===== src/rtl/scene_sphere_reader.sv =====
// rtl/scene_sphere_reader.sv - sphere register file read walker with 2-entry prefetch FIFO
//
// Purpose:
//   On each accepted frame_start, walks sphere slots 0..NUM_SPHERES-1 in order,
//   reads position and colour through a 1-cycle-latency read port and streams
//   each record over a valid/ready handshake to the ray-intersection stage.
//   A 2-entry FIFO plus a credit check that counts the current pop lets reads
//   be issued back to back, so one record per cycle is sustained while the
//   consumer stays ready.
//
// Optional feature:
//   SPHERE_SKIP_BLACK_EN - when defined, records whose colour is 24'h000000
//   (unused slot) are dropped at FIFO write. The read credit is released and
//   done still pulses even if every slot of the frame was dropped.
//
// Ports:
//   CLOCK_50     in   system clock, rising edge
//   RESET_N      in   asynchronous active-low reset
//   frame_start  in   1-cycle pulse, begin walking the scene
//   busy         out  high from accepted frame_start through the done pulse
//   done         out  1-cycle pulse once every slot is emitted or dropped
//   mem_rd_en    out  read strobe to sphere storage
//   mem_addr     out  slot address, valid with mem_rd_en
//   mem_pos      in   {z,y,x} 16.16, valid the cycle after mem_rd_en
//   mem_col      in   {b,g,r}, valid the cycle after mem_rd_en
//   sph_valid    out  output record valid
//   sph_ready    in   consumer ready
//   sph_pos      out  record position
//   sph_col      out  record colour
//   sph_idx      out  record slot index

module scene_sphere_reader #(
  parameter int NUM_SPHERES = 8,
  parameter int ADDR_W      = 3
) (
  input  logic              CLOCK_50,
  input  logic              RESET_N,
  input  logic              frame_start,
  output logic              busy,
  output logic              done,
  output logic              mem_rd_en,
  output logic [ADDR_W-1:0] mem_addr,
  input  logic [95:0]       mem_pos,
  input  logic [23:0]       mem_col,
  output logic              sph_valid,
  input  logic              sph_ready,
  output logic [95:0]       sph_pos,
  output logic [23:0]       sph_col,
  output logic [ADDR_W-1:0] sph_idx
);

  typedef enum logic [1:0] {
    S_IDLE,
    S_RUN,
    S_DRAIN
  } state_t;

  localparam logic [ADDR_W-1:0] LAST_SLOT = ADDR_W'(NUM_SPHERES - 1);

  state_t            state;
  logic [ADDR_W-1:0] slot;
  logic              inflight;
  logic [ADDR_W-1:0] inflight_idx;

  logic [95:0]       fifo_pos [2];
  logic [23:0]       fifo_col [2];
  logic [ADDR_W-1:0] fifo_idx [2];
  logic              wr_ptr;
  logic              rd_ptr;
  logic [1:0]        count;

  logic       pop;
  logic       push;
  logic       keep;
  logic [1:0] occ_after_pop;
  logic       issue;
  logic       accept;
  logic       drain_done;

  assign pop = (count != 2'd0) && sph_ready;

`ifdef SPHERE_SKIP_BLACK_EN
  assign keep = (mem_col != 24'h000000);
`else
  assign keep = 1'b1;
`endif

  assign push = inflight && keep;

  // Occupancy the FIFO will hold once the current pop retires and the
  // in-flight read lands; a new read is safe while that stays below 2.
  assign occ_after_pop = count + {1'b0, inflight} - {1'b0, pop};
  assign issue         = (state == S_RUN) && (occ_after_pop < 2'd2);

  // The done cycle is already IDLE, so !done blocks a restart in that cycle.
  assign accept     = (state == S_IDLE) && frame_start && !done;
  assign drain_done = (state == S_DRAIN) && !inflight &&
                      ((count - {1'b0, pop}) == 2'd0);

  assign mem_rd_en = issue;
  assign mem_addr  = slot;
  assign sph_valid = (count != 2'd0);
  assign sph_pos   = fifo_pos[rd_ptr];
  assign sph_col   = fifo_col[rd_ptr];
  assign sph_idx   = fifo_idx[rd_ptr];

  always_ff @(posedge CLOCK_50 or negedge RESET_N) begin
    if (!RESET_N) begin
      state        <= S_IDLE;
      slot         <= '0;
      inflight     <= 1'b0;
      inflight_idx <= '0;
      busy         <= 1'b0;
      done         <= 1'b0;
      wr_ptr       <= 1'b0;
      rd_ptr       <= 1'b0;
      count        <= 2'd0;
      for (int i = 0; i < 2; i++) begin
        fifo_pos[i] <= '0;
        fifo_col[i] <= '0;
        fifo_idx[i] <= '0;
      end
    end else begin
      done     <= 1'b0;
      inflight <= issue;
      if (issue) begin
        inflight_idx <= slot;
      end

      case (state)
        S_IDLE: begin
          if (done) begin
            busy <= 1'b0;
          end
          if (accept) begin
            state <= S_RUN;
            slot  <= '0;
            busy  <= 1'b1;
          end
        end
        S_RUN: begin
          if (issue) begin
            // Counter parks on the last slot; no wrap within a frame.
            if (slot == LAST_SLOT) begin
              state <= S_DRAIN;
            end else begin
              slot <= slot + ADDR_W'(1);
            end
          end
        end
        S_DRAIN: begin
          if (drain_done) begin
            state <= S_IDLE;
            done  <= 1'b1;
          end
        end
        default: state <= S_IDLE;
      endcase

      if (push) begin
        fifo_pos[wr_ptr] <= mem_pos;
        fifo_col[wr_ptr] <= mem_col;
        fifo_idx[wr_ptr] <= inflight_idx;
        wr_ptr           <= ~wr_ptr;
      end
      if (pop) begin
        rd_ptr <= ~rd_ptr;
      end
      count <= count + {1'b0, push} - {1'b0, pop};
    end
  end

endmodule


===== config.mk =====
export PLATFORM = sky130hd
export DESIGN_NAME = scene_sphere_reader
export DESIGN_NICKNAME = d
export VERILOG_FILES = /design/src/rtl/scene_sphere_reader.sv
export SDC_FILE = /design/constraint.sdc
export NUM_CORES = 1
export LEC_CHECK = 0
export BUFFER_PORTS_ARGS = -buffer_cell sky130_fd_sc_hd__buf_2
export CORE_MARGIN = 5
export CORE_UTILIZATION = 51
export DETAILED_ROUTE_END_ITERATION = 8
export GPL_TIMING_DRIVEN = 0
export HOLD_SLACK_MARGIN = 0.06
export PLACE_DENSITY = 0.73
export SYNTH_ARGS = -nofsm -noshare
export SYNTH_HDL_FRONTEND = slang
export SYNTH_SLANG_ARGS = --single-unit

===== constraint.sdc =====
create_clock -name CLOCK_50 -period 3.7 [get_ports CLOCK_50]
set_input_delay 0.37 -clock CLOCK_50 [delete_from_list [all_inputs] [get_ports CLOCK_50]]
set_output_delay 0.37 -clock CLOCK_50 [all_outputs]
set_load 0.01 [all_outputs]

==> results of run 1 <==
## timing repair
item	4_1_cts	5_1_grt
hold endpoints to repair	29	0
setup buffers	0	0
hold buffers	3	0
## cell usage after synthesis, types with 2 or more instances
master	count
sky130_fd_sc_hd__buf_6	15
sky130_fd_sc_hd__mux2_4	13
sky130_fd_sc_hd__mux2_1	8
sky130_fd_sc_hd__inv_1	4
sky130_fd_sc_hd__buf_4	6
sky130_fd_sc_hd__nor2_1	3
sky130_fd_sc_hd__dfrtp_1	261
sky130_fd_sc_hd__buf_2	20
sky130_fd_sc_hd__mux2_2	351
sky130_fd_sc_hd__nand2_1	6
sky130_fd_sc_hd__nand4_1	3
sky130_fd_sc_hd__o211ai_1	3
sky130_fd_sc_hd__a21oi_1	3
sky130_fd_sc_hd__nor3_1	2
sky130_fd_sc_hd__nand3_1	2
sky130_fd_sc_hd__nor2b_1	4
sky130_fd_sc_hd__ha_1	3
## worst max-delay path: cells and delay by family (launching register included)
| kind | cells | cell delay, ps |
|---|---|---|
| buf+inv | 2 | 210 |
| compound gates | 1 | 170 |
| flops | 1 | 340 |
| fa+ha+maj | 1 | 220 |
| simple gates | 3 | 750 |
## flip-flops by register name (all words and copies together) (netlist names), 2 cells and up
| register | flops |
|---|---|
| fifo_col | 48 |
| fifo_pos | 192 |
| count | 2 |
| mem_addr | 3 |
| fifo_idx | 6 |
| inflight_idx | 3 |
| state | 2 |
## per-layer routing
metal | routed length [um] | up-vias | global-route usage
li1 | - | 3197 | -
met1 | 10900 | 3510 | 0.2617
met2 | 11870 | 165 | 0.3171
met3 | 1492 | 27 | 0.04897
met4 | 300 | 2 | 0.04103
met5 | 13 | - | 0
## power by group
part	internal, mW	total, mW	switching, mW
clock network	1.76	2.87	1.11
logic	3.91	6.95	3.04
registers	4.35	5.06	0.712
total	10.0	14.9	4.87
## cell families after synthesis
kind of cell             synth area share
multiplexers                       0.3708
XOR/XNOR                         0.001533
AO/OA/AOI/OAI                    0.007445
AND/OR/NAND/NOR                   0.01467
buffers and inverters             0.03087
flip-flops                         0.5714
adder cells (fa/ha/maj)          0.003284
## layout make-up
| class | instances | area [sq um] |
|---|---|---|
| antenna | 1 | 2.502 |
| buffer | 42 | 334.1 |
| clock buffer | 38 | 819.5 |
| clock inverter | 14 | 150.1 |
| fill | 1658 | 7845 |
| inverter | 5 | 18.77 |
| multi-input combinational | 417 | 4546 |
| sequential | 261 | 6531 |
| tap | 280 | 350.3 |
| timing repair buffer | 258 | 1361 |
## stage by stage
stage | setup TNS [ps] | setup WS, ps | util | hold WS, ps
floorplan | 0 | 1832 | - | 74.41
global placement | -654350 | -2529 | 0.5941 | 468.5
detailed placement | 0 | 1514 | 0.5971 | 242.5
CTS | 0 | 1063 | 0.6426 | 64.07
global route | 0 | 990.5 | 0.6427 | 63.14
finish | 0 | 1110 | 0.6427 | 79.47
## final timing paths
check | from | end | slack, ps | cells past startpoint
worst min-delay path | mem_col[4] | fifo_col[28]$_DFFE_PN0P_ | 80 | 2
worst max register to register | count[0]$_DFF_PN0_ | inflight_idx[0]$_DFFE_PN0P_ | 1760 | 6
worst max-delay path | count[0]$_DFF_PN0_ | mem_rd_en | 1110 | 7
max in group asynchronous | RESET_N | fifo_pos[176]$_DFFE_PN0P_ | 2540 | 3
min in group asynchronous | RESET_N | fifo_pos[112]$_DFFE_PN0P_ | 290 | 2
worst min register to register | fifo_col[32]$_DFFE_PN0P_ | fifo_col[32]$_DFFE_PN0P_ | 490 | 1
## cells in the final DEF, fill, tap and decap left out, types with 4 or more instances in the layout
cell | synthesis | routed
sky130_fd_sc_hd__buf_2 | 20 | 272
sky130_fd_sc_hd__buf_4 | 6 | 6
sky130_fd_sc_hd__buf_6 | 15 | 15
sky130_fd_sc_hd__clkbuf_16 | 0 | 29
sky130_fd_sc_hd__clkbuf_8 | 0 | 6
sky130_fd_sc_hd__clkinv_2 | 0 | 9
sky130_fd_sc_hd__dfrtp_1 | 261 | 261
sky130_fd_sc_hd__inv_1 | 4 | 4
sky130_fd_sc_hd__mux2_1 | 8 | 8
sky130_fd_sc_hd__mux2_2 | 351 | 351
sky130_fd_sc_hd__mux2_4 | 13 | 13
sky130_fd_sc_hd__nand2_1 | 6 | 6
sky130_fd_sc_hd__nor2b_1 | 4 | 4
==> qor.yml, run 1 <==
min_path:
  min_path_type: "input pin to register"
drt:
  drc: 0
  drt-wirelength-per-cell_um: 18.68
  dr.first_iter.drc_count: 221
  post_drt_via_cell_ratio: 5.244
  first_pass_iters: 4
  detail-route-antenna-nets: 0
  finalWirelength_um: 24580
  dr_total_vias: 6901
layout:
  final_layout_size_suffix_gt1_frac: 0.6937
  finish.cell_count_without_fillers: 1316
  layout.nets: 1140
  final_design_area_no_fill_sq_mm: 0.01411
  area_delta_synth_final_pct: 23.48
sta:
  worst_slew_margin_rel: 0.5989
  fmaxAchievable_mhz: 386.1
  worstMarginPinSlew_ps: 601.6
  grt_setup_unrepaired: "false"
  hold_viol_final: 0
  setup_viol: 0
  final-max-slew-violation-count: 0
  post_layout_minimum_cycle_time_ps: 2590
  period_share: 0.7000
  timing.clock.skew_ps: 9.584
worst_setup_path:
  path_class: "register to output pin"
  endpoint_kind: "output pin"
  cp_data_arrival_time_ps: 2220
  slowest_stage: "sky130_fd_sc_hd__or3_4"
  worstPathMaxFanout: 5
  crit_path_start_kind: "register"
  cp.required_ps: 3330
  cell_chain_of_the_critical_path: "and2b_4 -> a21o_1 -> ha_1 -> or3_4 -> nand3_2 -> inv_1 -> buf_2"
  worst_path_largest_cell_delay_ps: 410
synthesis:
  syn-instance-count: 725
  yosysTopAreaCell: "sky130_fd_sc_hd__dfrtp_1"
  mappedNetlistArea_sq_mm: 0.01143
  ys.flop_type: "sky130_fd_sc_hd__dfrtp_1"
  asyncSetResetFlopFracSynth: 1.000
  synth.ff_latch_count: 261
  synthesis.area_per_instance_sq_um: 15.77
  synth.distinct_cells: 35
  synthesis.yosys.warnings: 0
  synth_sequential_area_ratio: 0.5714
  synthesis.nets: 852
  ys_top_cells_by_area: "sky130_fd_sc_hd__dfrtp_1 57%, sky130_fd_sc_hd__mux2_2 35%, sky130_fd_sc_hd__mux2_4 1.7%, sky130_fd_sc_hd__buf_6 1.5%, sky130_fd_sc_hd__buf_2 0.88%"
  synth_enable_flop_cells: 0
  synth_top_cell_area_share: 0.5714
floorplan:
  floorplan.rows: 54
  dieArea_sq_mm: 0.02551
  die_w_um: 159.7
  effective_utilization_at_floorplan: 0.5205
  floorplan.io_pins: 254
  core-area_sq_mm: 0.02196
  die_height_um: 159.7
placed_design:
  dp.final_hpwl_um: 17270
  numPortBuffers: 253
  globalplace.congestion: 0.7750
  place_area_sq_mm: 0.01311
  placed_cells: 1260
global_routing:
  grt_pass1_wl_um: 40880
  number_of_global_route_vias_before_repair: 7671
  globalRouteOverflowTotal: 0
  grtUsageTotal: 0.1929
  antenna_found_initial: 2
  pin_count_of_the_biggest_net_entering_global_routing: 120
power_and_ir_drop:
  power_mw: 14.88
  power.density_mw_per_mm2: 1054
  power.static_leakage_nw: 6.449
  vdd.ir_drop.worst_mv: 0.5824
cts:
  number_of_buffers_added_by_the_clock_tree_synthesis_step: 28
  cts.root.buffer_cell: "sky130_fd_sc_hd__clkbuf_16"
  ctsLongestPathBuffers: 3
  tritoncts: "done"
  clkTransAtPathRegs_ps: 60
  cts_h_tree_depth: 1
  cts-resized-gates: 0
  clkLatencyLatePin_ps: 530
  clock_sinks: 261
run:
  cap_violations: 0
run_status:
  status: "finished clean"
No activity file was read; power rests on OpenSTA's default activity.
==> run 2, diff against run 1 <==
--- a/config.mk
+++ b/config.mk
@@ -7,7 +7,7 @@
 export LEC_CHECK = 0
 export BUFFER_PORTS_ARGS = -buffer_cell sky130_fd_sc_hd__buf_2
 export CORE_MARGIN = 5
-export CORE_UTILIZATION = 51
+export CORE_UTILIZATION = 49
 export DETAILED_ROUTE_END_ITERATION = 8
 export GPL_TIMING_DRIVEN = 0
 export HOLD_SLACK_MARGIN = 0.06
==> constraint.sdc (replaced) <==
create_clock -name CLOCK_50 -period 2.2 [get_ports CLOCK_50]
set_input_delay 0.22 -clock CLOCK_50 [delete_from_list [all_inputs] [get_ports CLOCK_50]]
set_output_delay 0.22 -clock CLOCK_50 [all_outputs]
set_load 0.01 [all_outputs]
==> run 2 against run 1 <==
The flow now finishes with violations (setup timing). Worst setup slack got worse by 1100 ps. Via count increased by 7.5%. Non-clock buffer count increased by 126. Design area increased by 11%. Critical path depth unchanged. Utilization increased by 4.4 points. Clock skew increased by 4.4 ps. Die area increased by 3.8%. Hold slack improved by 86 ps. Register-to-register slack got worse by 1600 ps. Critical endpoint unchanged. Largest cell class unchanged. Largest power group unchanged. Highest routed layer is now met4.
==> qor.yml, run 2 (synthesis gave the netlist of run 1 again) <==
layout:
  layout.nets: 1267  # +11%
  layout_commonest_cell: "sky130_fd_sc_hd__mux2_2"
  most-common-layout-cells: "351 x sky130_fd_sc_hd__mux2_2, 263 x sky130_fd_sc_hd__buf_2, 261 x sky130_fd_sc_hd__dfrtp_1, 124 x sky130_fd_sc_hd__dlygate4sd3_1, 29 x sky130_fd_sc_hd__clkbuf_16"
  final_design_area_no_fill_sq_mm: 0.01565  # +11%
  top_flop_regs: "fifo_pos: 192 flops, fifo_col: 48 flops, fifo_idx: 6 flops"
  final_layout_size_suffix_gt1_frac: 0.6277  # -0.06603
  largest_register_ff_count: 192  # unchanged
  registers.top_by_ff_count: "fifo_pos"
  area_delta_synth_final_pct: 36.94
  fill_cells: 1568  # -5.4%
  antenna_cells: 0  # -1
worst_setup_path:
  cp.required_ps: 1980  # -1350 ps
  cp_data_arrival_time_ps: 2010  # -210 ps
  ff2ff_setup_slack_ps: 210  # -1550 ps
  crit_path_start_kind: "register"
  endpoint_kind: "output pin"
  worstPathMaxFanout: 3  # -2
  path_class: "register to output pin"
global_routing:
  globalRouteOverflowTotal: 0  # unchanged
  number_of_global_route_vias_before_repair: 8254  # +7.6%
  antenna_found_initial: 0  # -2
  pin_count_of_the_biggest_net_entering_global_routing: 121  # +0.83%
  grtUsageTotal: 0.2006  # +0.007717
  grt_pass1_wl_um: 43570  # +6.6%
floorplan:
  floorplan.rows: 55  # +1.9%
  effective_utilization_at_floorplan: 0.5018  # -0.01873
  core-area_sq_mm: 0.02278  # +3.7%
  dieArea_sq_mm: 0.02648  # +3.8%
  die_height_um: 162.7  # +1.9%
  die_w_um: 162.7  # +1.9%
  floorplan.io_pins: 254  # unchanged
placed_design:
  place_area_sq_mm: 0.01315  # +0.31%
  dp.final_hpwl_um: 17530  # +1.5%
  globalplace.congestion: 0.7736  # -0.18%
  numPortBuffers: 253  # unchanged
drt:
  dr.first_iter.drc_count: 201  # -9.0%
  finalWirelength_um: 26550  # +8.0%
  drt-wirelength-per-cell_um: 17.99  # -3.7%
  post_drt_via_cell_ratio: 5.027  # -4.1%
  drc: 0  # unchanged
  detail-route-antenna-nets: 0  # unchanged
  dr_total_vias: 7420  # +7.5%
  first_pass_iters: 4  # unchanged
power_and_ir_drop:
  p_comb_frac: 0.465  # -0.002
  total_switching_power_mw: 8.486  # +74%
  clock_power_share: 0.212  # +0.019
  sw_frac_of_total: 0.3215  # -0.005769
  power.internal_mw: 17.91  # +79%
  power_frac_seq: 0.323  # -0.017
  vdd.ir_drop.worst_mv: 1.077  # +85%
  power.density_mw_per_mm2: 1687  # +60%
  power.static_leakage_nw: 7.079  # +9.8%
sta:
  period_share: 1.015
  timing.clock.skew_ps: 14.01  # +4.422 ps
  setup_viol: 1  # +1
  post_layout_minimum_cycle_time_ps: 2234
  grt_setup_unrepaired: "true"
  worst_slew_margin_rel: 0.5866  # -0.01234
  worstMarginPinSlew_ps: 620.1  # +18.51 ps
  fmaxAchievable_mhz: 447.7
  hold_viol_final: 0  # unchanged
  final-max-slew-violation-count: 0  # unchanged
  timing.hold.ws_ps: 165.7  # +86.21 ps
  fin_ws_ps: -33.79  # -1144 ps
cts:
  cts.root.buffer_cell: "sky130_fd_sc_hd__clkbuf_16"
  clkLatencyLatePin_ps: 530  # about the same
  clkTransAtPathRegs_ps: 60  # about the same
  clock_sinks: 261  # unchanged
  number_of_buffers_added_by_the_clock_tree_synthesis_step: 29  # +3.6%
  ctsLongestPathBuffers: 3  # unchanged
  cts_h_tree_depth: 1  # unchanged
  tritoncts: "done"
min_path:
  min_path_type: "input pin to async pin"
run:
  cap_violations: 0  # unchanged
run_status:
  failed_checks: "setup timing"
  status: "finished, violations left"
run 2: changes by cell type in the layout (fill, tap and decap cells not counted), moves of 2 or more:
cell                            previous run  this run
sky130_fd_sc_hd__bufinv_16                 3         9
sky130_fd_sc_hd__buf_2                   272       263
sky130_fd_sc_hd__buf_4                     6        12
sky130_fd_sc_hd__clkinv_2                  9         6
sky130_fd_sc_hd__buf_6                    15        22
sky130_fd_sc_hd__dlygate4sd3_1             3       124
sky130_fd_sc_hd__clkbuf_1                  3         1
run 2: final timing paths:
path / end / startpoint / cells after the start
max: mem_rd_en / count[0]$_DFF_PN0_ / 7
min: fifo_col[12]$_DFFE_PN0P_ / RESET_N / 2
max reg2reg: inflight_idx[0]$_DFFE_PN0P_ / count[0]$_DFF_PN0_ / 8
min reg2reg: fifo_col[28]$_DFFE_PN0P_ / fifo_col[28]$_DFFE_PN0P_ / 1
max in group asynchronous: fifo_pos[149]$_DFFE_PN0P_ / RESET_N / 3
min in group CLOCK_50: state[1]$_DFFE_PN0P_ / sph_ready / 4
run 2: through the flow:
step	power, mW	setup TNS (ps)	setup WS (ps)	utilization	cells
after global placement	20.14	-1006050	-3877	0.5746	1291
final	26.40	-33.79	-33.79	0.6871	1476
after CTS	26.60	-58.99	-58.99	0.6865	1476
after floorplan	16.65	0	363.0	-	725
after detailed placement	20.43	0	217.3	0.5774	1293
after global routing	28.02	-122.0	-122.0	0.6871	1476
run 2: critical path: stages, from the launching register on:
cell and delay, ps:
sky130_fd_sc_hd__dfrtp_1 360, sky130_fd_sc_hd__and2b_4 190, sky130_fd_sc_hd__a21o_1 180, sky130_fd_sc_hd__ha_4 160, sky130_fd_sc_hd__or3_4 340, sky130_fd_sc_hd__nand3_4 90
sky130_fd_sc_hd__inv_2 40, sky130_fd_sc_hd__buf_6 110
run 2: what timing repair did:
| item | in CTS | in global routing |
|---|---|---|
| endpoints found under the hold margin | 435 | 0 |
| pin swaps | 2 | 0 |
| setup buffers | 5 | 0 |
| resized for setup | 19 | 4 |
| setup endpoints to repair | 62 | 35 |
| hold buffers | 124 | 0 |
run 2: layout make-up:
cell class	instances	area, sq um	share of cell area
flip-flops and latches	261	6531	0.4173
repair buffers	384	2616	0.1672
plain buffers	42	384.1	0.02454
multi-input cells	417	4573	0.2922
well taps	313	391.6	0.02502
inverters	5	18.77	0.001199
clock buffers	36	812.0	0.05188
clock inverters	18	324.1	0.02071
run 2: routing by layer:
metal / global-route usage / part of all wire
met1: 0.2601 / 0.42
met2: 0.3509 / 0.51
met3: 0.03543 / 0.044
met4: 0.05109 / 0.025
met5: 0 / 0
run 2: power by group through the flow:
stage / logic, mW / registers (mW) / clock network [mW]
after floorplan: 8.46 / 8.18 / 0
after global placement: 11.7 / 8.44 / 0
after detailed placement: 11.9 / 8.56 / 0
after CTS: 12.4 / 8.51 / 5.72
after global routing: 13.2 / 8.84 / 5.94
final: 12.3 / 8.53 / 5.60
